### config.mk
export PLATFORM = sky130hd
export DESIGN_NAME = alu_cmd_queue
export DESIGN_NICKNAME = d
export VERILOG_FILES = /design/src/rtl/alu_cmd_queue.sv
export SDC_FILE = /design/constraint.sdc
export NUM_CORES = 1
export LEC_CHECK = 0
export CELL_PAD_IN_SITES_DETAIL_PLACEMENT = 1
export CELL_PAD_IN_SITES_GLOBAL_PLACEMENT = 1
export CORE_ASPECT_RATIO = 1.75
export CORE_MARGIN = 3
export CORE_UTILIZATION = 46
export CTS_BUF_LIST = sky130_fd_sc_hd__clkbuf_8
export CTS_CLUSTER_DIAMETER = 50
export DETAILED_ROUTE_END_ITERATION = 8
export PLACE_DENSITY_LB_ADDON = 0.1
export SYNTH_ARGS = -nofsm -noshare
export SYNTH_HDL_FRONTEND = slang
export SYNTH_SLANG_ARGS = --single-unit
### constraint.sdc
create_clock -name clk -period 3.6 [get_ports clk]
set_clock_uncertainty 0.15 [all_clocks]
set_input_delay 0.72 -clock clk [delete_from_list [all_inputs] [get_ports clk]]
set_output_delay 0.72 -clock clk [all_outputs]
set_load 0.01 [all_outputs]
### src/rtl/alu_cmd_queue.sv
// Command FIFO in front of a combinational ALU, with a single registered result slot.
// The head command drives the ALU directly; its result is captured when the result slot is free or being drained.
module alu_cmd_queue #(
  parameter int WIDTH = 32,
  parameter int DEPTH = 4
) (
  input  logic                       clk,
  input  logic                       reset,
  input  logic                       in_valid,
  output logic                       in_ready,
  input  logic [2:0]                 in_f,
  input  logic [WIDTH-1:0]           in_a,
  input  logic [WIDTH-1:0]           in_b,
  output logic [2:0]                 alu_f,
  output logic [WIDTH-1:0]           alu_a,
  output logic [WIDTH-1:0]           alu_b,
  input  logic [WIDTH-1:0]           alu_y,
  input  logic                       alu_zero,
  output logic                       out_valid,
  input  logic                       out_ready,
  output logic [WIDTH-1:0]           out_y,
  output logic                       out_zero,
  output logic [2:0]                 out_f,
  output logic                       out_illegal,
  output logic [$clog2(DEPTH):0]     count,
  output logic [15:0]                done_count
);

  localparam int PW = $clog2(DEPTH);
  localparam int CW = PW + 1;
  localparam logic [CW-1:0] FULL = CW'(DEPTH);

  logic [2:0]       mem_f_q [DEPTH];
  logic [WIDTH-1:0] mem_a_q [DEPTH];
  logic [WIDTH-1:0] mem_b_q [DEPTH];

  logic [PW-1:0]    wptr_q, wptr_d, rptr_q, rptr_d;
  logic [CW-1:0]    count_q, count_d;
  logic             out_valid_q, out_valid_d;
  logic [WIDTH-1:0] out_y_q, out_y_d;
  logic             out_zero_q, out_zero_d;
  logic [2:0]       out_f_q, out_f_d;
  logic             out_illegal_q, out_illegal_d;
  logic [15:0]      done_count_q, done_count_d;

  logic head_valid, push, pop, deliver;

  always_comb begin
    head_valid = (count_q != '0);
    in_ready   = (count_q < FULL);
    push       = in_valid && in_ready;
    // A pop and a capture are the same event: the head's ALU result lands in the slot.
    pop        = head_valid && (!out_valid_q || out_ready);
    deliver    = out_valid_q && out_ready;

    alu_f = 3'b000;
    alu_a = '0;
    alu_b = '0;
    if (head_valid) begin
      alu_f = mem_f_q[rptr_q];
      alu_a = mem_a_q[rptr_q];
      alu_b = mem_b_q[rptr_q];
    end

    wptr_d        = push ? wptr_q + PW'(1) : wptr_q;
    rptr_d        = pop  ? rptr_q + PW'(1) : rptr_q;
    count_d       = count_q + CW'(push) - CW'(pop);
    done_count_d  = deliver ? done_count_q + 16'd1 : done_count_q;

    out_valid_d   = out_valid_q;
    out_y_d       = out_y_q;
    out_zero_d    = out_zero_q;
    out_f_d       = out_f_q;
    out_illegal_d = out_illegal_q;
    if (pop) begin
      out_valid_d   = 1'b1;
      out_y_d       = alu_y;
      out_zero_d    = alu_zero;
      out_f_d       = alu_f;
      out_illegal_d = (alu_f == 3'b011);
    end else if (deliver) begin
      out_valid_d   = 1'b0;
    end
  end

  always_ff @(posedge clk) begin
    if (reset) begin
      wptr_q        <= '0;
      rptr_q        <= '0;
      count_q       <= '0;
      out_valid_q   <= 1'b0;
      out_y_q       <= '0;
      out_zero_q    <= 1'b0;
      out_f_q       <= 3'b000;
      out_illegal_q <= 1'b0;
      done_count_q  <= 16'd0;
    end else begin
      wptr_q        <= wptr_d;
      rptr_q        <= rptr_d;
      count_q       <= count_d;
      out_valid_q   <= out_valid_d;
      out_y_q       <= out_y_d;
      out_zero_q    <= out_zero_d;
      out_f_q       <= out_f_d;
      out_illegal_q <= out_illegal_d;
      done_count_q  <= done_count_d;
    end
  end

  // Storage needs no reset: entries are only read while counted as occupied.
  always_ff @(posedge clk) begin
    if (!reset && push) begin
      mem_f_q[wptr_q] <= in_f;
      mem_a_q[wptr_q] <= in_a;
      mem_b_q[wptr_q] <= in_b;
    end
  end

  assign out_valid   = out_valid_q;
  assign out_y       = out_y_q;
  assign out_zero    = out_zero_q;
  assign out_f       = out_f_q;
  assign out_illegal = out_illegal_q;
  assign count       = count_q;
  assign done_count  = done_count_q;

endmodule

---- Word level (Yosys, flattened, before mapping) ----
Memories as Yosys holds them, arrays and structs flattened. A register that Yosys moved wholly into a read port is not among the register bits.
Cells that the tools add are included.
W data, S select, Z words.
word-level totals
  bits in writable memories ............... 268
  register bits ........................... 61
  output and inout bits ................... 125
  input bits .............................. 104
  logic and storage cells ................. 41
  memories ................................ 3
memory list
  memory   depth  bits a word  read ports  clocked after Yosys merged registers in  wr ports  RTL line  source
  mem_a_q  4      32           1           1                                        1         34        logic [WIDTH-1:0] mem_a_q [DEPTH];
  mem_b_q  4      32           1           1                                        1         35        logic [WIDTH-1:0] mem_b_q [DEPTH];
  mem_f_q  4      3            1           1                                        1         33        logic [2:0] mem_f_q [DEPTH];
cells by class
  equal/unequal tests ..................... 1
  multiplexer cells ....................... 13
  reduce and logical (&&, ||, !) cells .... 9
  order comparisons ....................... 1
  add/subtract/negate cells ............... 5
operators with widths
  operator                 count
  $mux W32                 2
  $add A16 B1 Y16 const B  1
  $mux W2                  6
  $add A2 B1 Y2 const B    2
  $logic_and A1 B1 Y1      4
  $mux W1                  4
  $add A3 B1 Y3            1
  $eq A3 B2 Y1 const B     1
  $lt A3 B3 Y1 const B     1
  $mux W3                  1
  $reduce_bool A3 Y1       1
  $sub A3 B1 Y3            1
  $logic_not A1 Y1         2
  $reduce_bool A2 Y1       1
  $logic_or A1 B1 Y1       1

---- Logic depth before layout (Yosys ltp) ----
Gate-level depths: netlist of the first run.
  depth after elaboration ................. 5
  mapped depth ............................ 11
  gate-level depth less buffers ........... 9

---- Worst setup path after synthesis of the first run ----
Ideal clock, no wire load.
  kind .................................... input to register
  start point ............................. in in_valid
  end point ............................... mem mem_a_q[0][0] (enable)
  data required time ...................... 3,018 ps
  stages .................................. 4
  path slack .............................. 227 ps
  arrival time ............................ 2,791 ps
  cells stage by stage .................... nor2b_1 > inv_1 > nor2_1 > and2_1
on the way
  word-level cells in the longest chain between the ends .. 4
ends and longest elaborated chain
  item                           RTL line  source
  start: declaration             9         input logic in_valid,
  $logic_and A1 B1 Y1            51        push = in_valid && in_ready;
  $logic_and A1 B1 Y1            112       if (!reset && push) begin
  $mux W1                        112
  $mux W1 (not written as such)  114       mem_a_q[wptr_q] <= in_a;
  end: declaration               34
Every way passes these cells.

==> flow_summary.yaml, run 1 <==
outcome:
  status: "complete, no violations"
synth:
  syn_area_um2: 12600
  netlist_top_cells_area: "edfxtp_1 (64%), mux4_2 (12%), dfxtp_1 (10%)"
  dominantRegCellSynth: "edfxtp_1"
  ys_ff_latch: 331
  synth_top_area_share_pct: 64.0
  synth_nets: 831
  synthArstFlopShare_pct: 0
  seq_area_frac_synth_pct: 74.0
  synth_area_per_cell_um2: 17.5
  ys_types: 33
  synth-edff-count: 268
  ys_warn_count: 0
  yosys.area.top_type: "edfxtp_1"
  synthCells: 719
clock_network:
  cts_sinks: 331
  cts_resized: 0
  cts_tree: "built"
  cts_hold_buf: 0
  htreeDepth: 2
  post_cts_buffers: 1
  numCtsBuffers: 47
  root_buffer: "clkbuf_8"
  clk_pin_slew_ns: 0.06
  clk_latency_ns: 0.58
  cts_buffer_depth: 3
critical_path:
  r2r_start: "count[2]"
  end_kind: "primary output"
  path_delay_family: "buffers and inverters"
  cpPeakStageDelay_ns: 0.63
  endpoint: "alu_f[1]"
  critPathKind: "reg -> out"
  critPathArrivalTime_ns: 2.51
  crit_cells: 4
  r2r_slack_ns: 0.91
  critPathMaxFanout: 25
  cp_num_buf_inv: 2
  worstReg2RegEnd: "count[2]"
  crit_required_ns: 2.73
  crit_chain: "buf_12 > mux4_2 > and2_1 > clkdlybuf4s50_1"
  worst-r2r-cell-count: 10
  start_kind: "flop"
  slowest_stage: "dfxtp_4"
floorplanning:
  dieArea_um2: 29400
  die_w_um: 131
  die_y_um: 225
  pin_count: 229
  fp-row-count: 79
  coreArea_um2: 26800
  initial_core_util_pct: 47.0
routing:
  drc: 0
  ant_nets: 0
  viasPerCell: 5.26
  first_iter_violations: 404
  firstDrtPassIters: 4
  wl_mm: 29.7
  wire_per_inst_um: 21.6
  vias: 7236
timing:
  slew_headroom_pct: 57.1
  setup_viol: 0
  worstMarginPinSlew_ns: 0.643
  setup_tns_ns: 0
  slew_violations: 0
  rsz0062_at_grt: "no"
  hold_violations: 0
  min_period_ns: 3.38
  period_share_pct: 94.0
  fmax_ghz: 0.296
global_route:
  antenna_found_initial: 1
  grt_pass1_wl_mm: 45.1
  grt_pass1_vias: 8090
  grt_max_degree: 70
  grt-ovfl-total: 0
  grt_use_total_pct: 20.3
placement:
  port_buffers: 228
  dp_hpwl_mm: 19.7
  gp_congestion: 0.764
worst_hold_path:
  hold_class: "reg -> reg"
  hold_path_startpoint: "out_f[1]"
finish:
  drive_above_1_share_pct: 15.6
  fin_nets: 1088
  area_growth_pct: 29.6
  antenna_cells: 0
  fill_cells: 2418
pwr:
  leakagePower_nw: 5.43
  peakVddDrop_uv: 424
  finalPower_mw: 11.2
  pwr_density_cell_nw_per_um2: 684
job:
  maxCapViolations: 0
placed cells by master, fill, tap and decap left out, types with 18 or more instances in the layout:
cell type        instances
a21oi_1                 45
mux4_2                  67
inv_1                   26
clkbuf_8                50
edfxtp_1               268
nor2_1                  18
dfxtp_1                 61
and2_1                  67
clkdlybuf4s50_1        227
nand2_1                 80
worst reg2reg max path: cells and delay by family (launching register included):
| family | cells | cell delay, ns |
|---|---|---|
| adder cells (fa/ha/maj) | 3 | 0.83 |
| XOR/XNOR | 1 | 0.18 |
| AND/OR/NAND/NOR | 3 | 0.71 |
| flip-flops | 1 | 0.37 |
| buffers and inverters | 3 | 0.31 |
cells in the mapped netlist, drive strengths merged (4+ instances only):
cell / n
a21oi: 45
and2: 72
and4: 4
buf: 22
clkbuf: 18
dfxtp: 63
edfxtp: 268
ha: 7
inv: 8
mux4: 67
nand2: 82
nand3: 7
nand4: 4
nor2: 18
xnor2: 4
xor2: 11
per-stage QoR:
stage / hold WS [ns] / worst slack (ns) / std cells / util, % / instance area, µm²
2_1_floorplan: 0.331 / 0.227 / 719 / - / 12600
3_3_place_gp: 0.293 / 0.569 / 1290 / 57.6 / 15400
3_5_place_dp: 0.299 / 0.423 / 1290 / 57.6 / 15400
4_1_cts: 0.307 / 0.160 / 1376 / 60.9 / 16300
5_1_grt: 0.329 / 0.113 / 1376 / 60.9 / 16300
6_report: 0.304 / 0.216 / 1376 / 60.9 / 16300
worst min-delay path by stage:
stage | to | cells after the start
after global routing | out_y[7] | 2
after detailed placement | out_f[1] | 2
final | out_f[1] | 2
after CTS | out_f[1] | 2
after global placement | out_y[4] | 2
after floorplan | out_f[0] | 2
area by class of cell:
type	instances	area (µm²)	share of cell area, %
clock buffers	50	688	4.22
clock inverters	35	174	1.07
inverters	8	30.0	0.184
multi-input cells	340	3040	18.6
flip-flops and latches	331	9320	57.1
well taps	364	455	2.79
repair buffers	248	2600	16.0
power by group:
group          switching (mW)  leakage (nW)  internal, mW  total (mW)
clock                    1.37         0.514          1.36        2.73
sequential              0.196          2.95          4.48        4.67
combinational            1.72          1.97          2.04        3.76
total                    3.28          5.43          7.87        11.2
kinds of logic after synthesis:
group                    after synthesis  share of synthesized area (%)
AO/OA/AOI/OAI                         50                           2.05
XOR/XNOR                              15                           1.04
AND/OR/NAND/NOR                      200                           8.11
adder cells (fa/ha/maj)                8                          0.855
buffers and inverters                 48                           1.94
flip-flops                           331                           74.0
multiplexers                          67                           12.0
metal layers:
metal	up-vias	share of wire, %	track usage, %
li1	3240	-	-
met1	3700	37	23.5
met2	235	55	36.9
met3	59	5.7	3.99
met4	2	2.7	6.87
met5	-	0.034	0
sequential cells by signal, summed over array words and instances, names as in the netlist, named ones only:
name / cells
count: 3
done_count: 16
mem_a_q: 128
mem_b_q: 128
mem_f_q: 12
out_f: 3
out_illegal: 1
out_valid: 1
out_y: 32
out_zero: 1
rptr_q: 2
wptr_q: 2
Power figures use the tool's default switching activity.
==> run 2: changes to the inputs <==
--- a/config.mk
+++ b/config.mk
@@ -14,6 +14,7 @@
 export CTS_CLUSTER_DIAMETER = 50
 export DETAILED_ROUTE_END_ITERATION = 8
 export PLACE_DENSITY_LB_ADDON = 0.1
+export SLEW_MARGIN = 20
 export SYNTH_ARGS = -nofsm -noshare
 export SYNTH_HDL_FRONTEND = slang
 export SYNTH_SLANG_ARGS = --single-unit
==> results of run 2 <==
No change in the layout: final DEF, timing and power equal those of run 1.
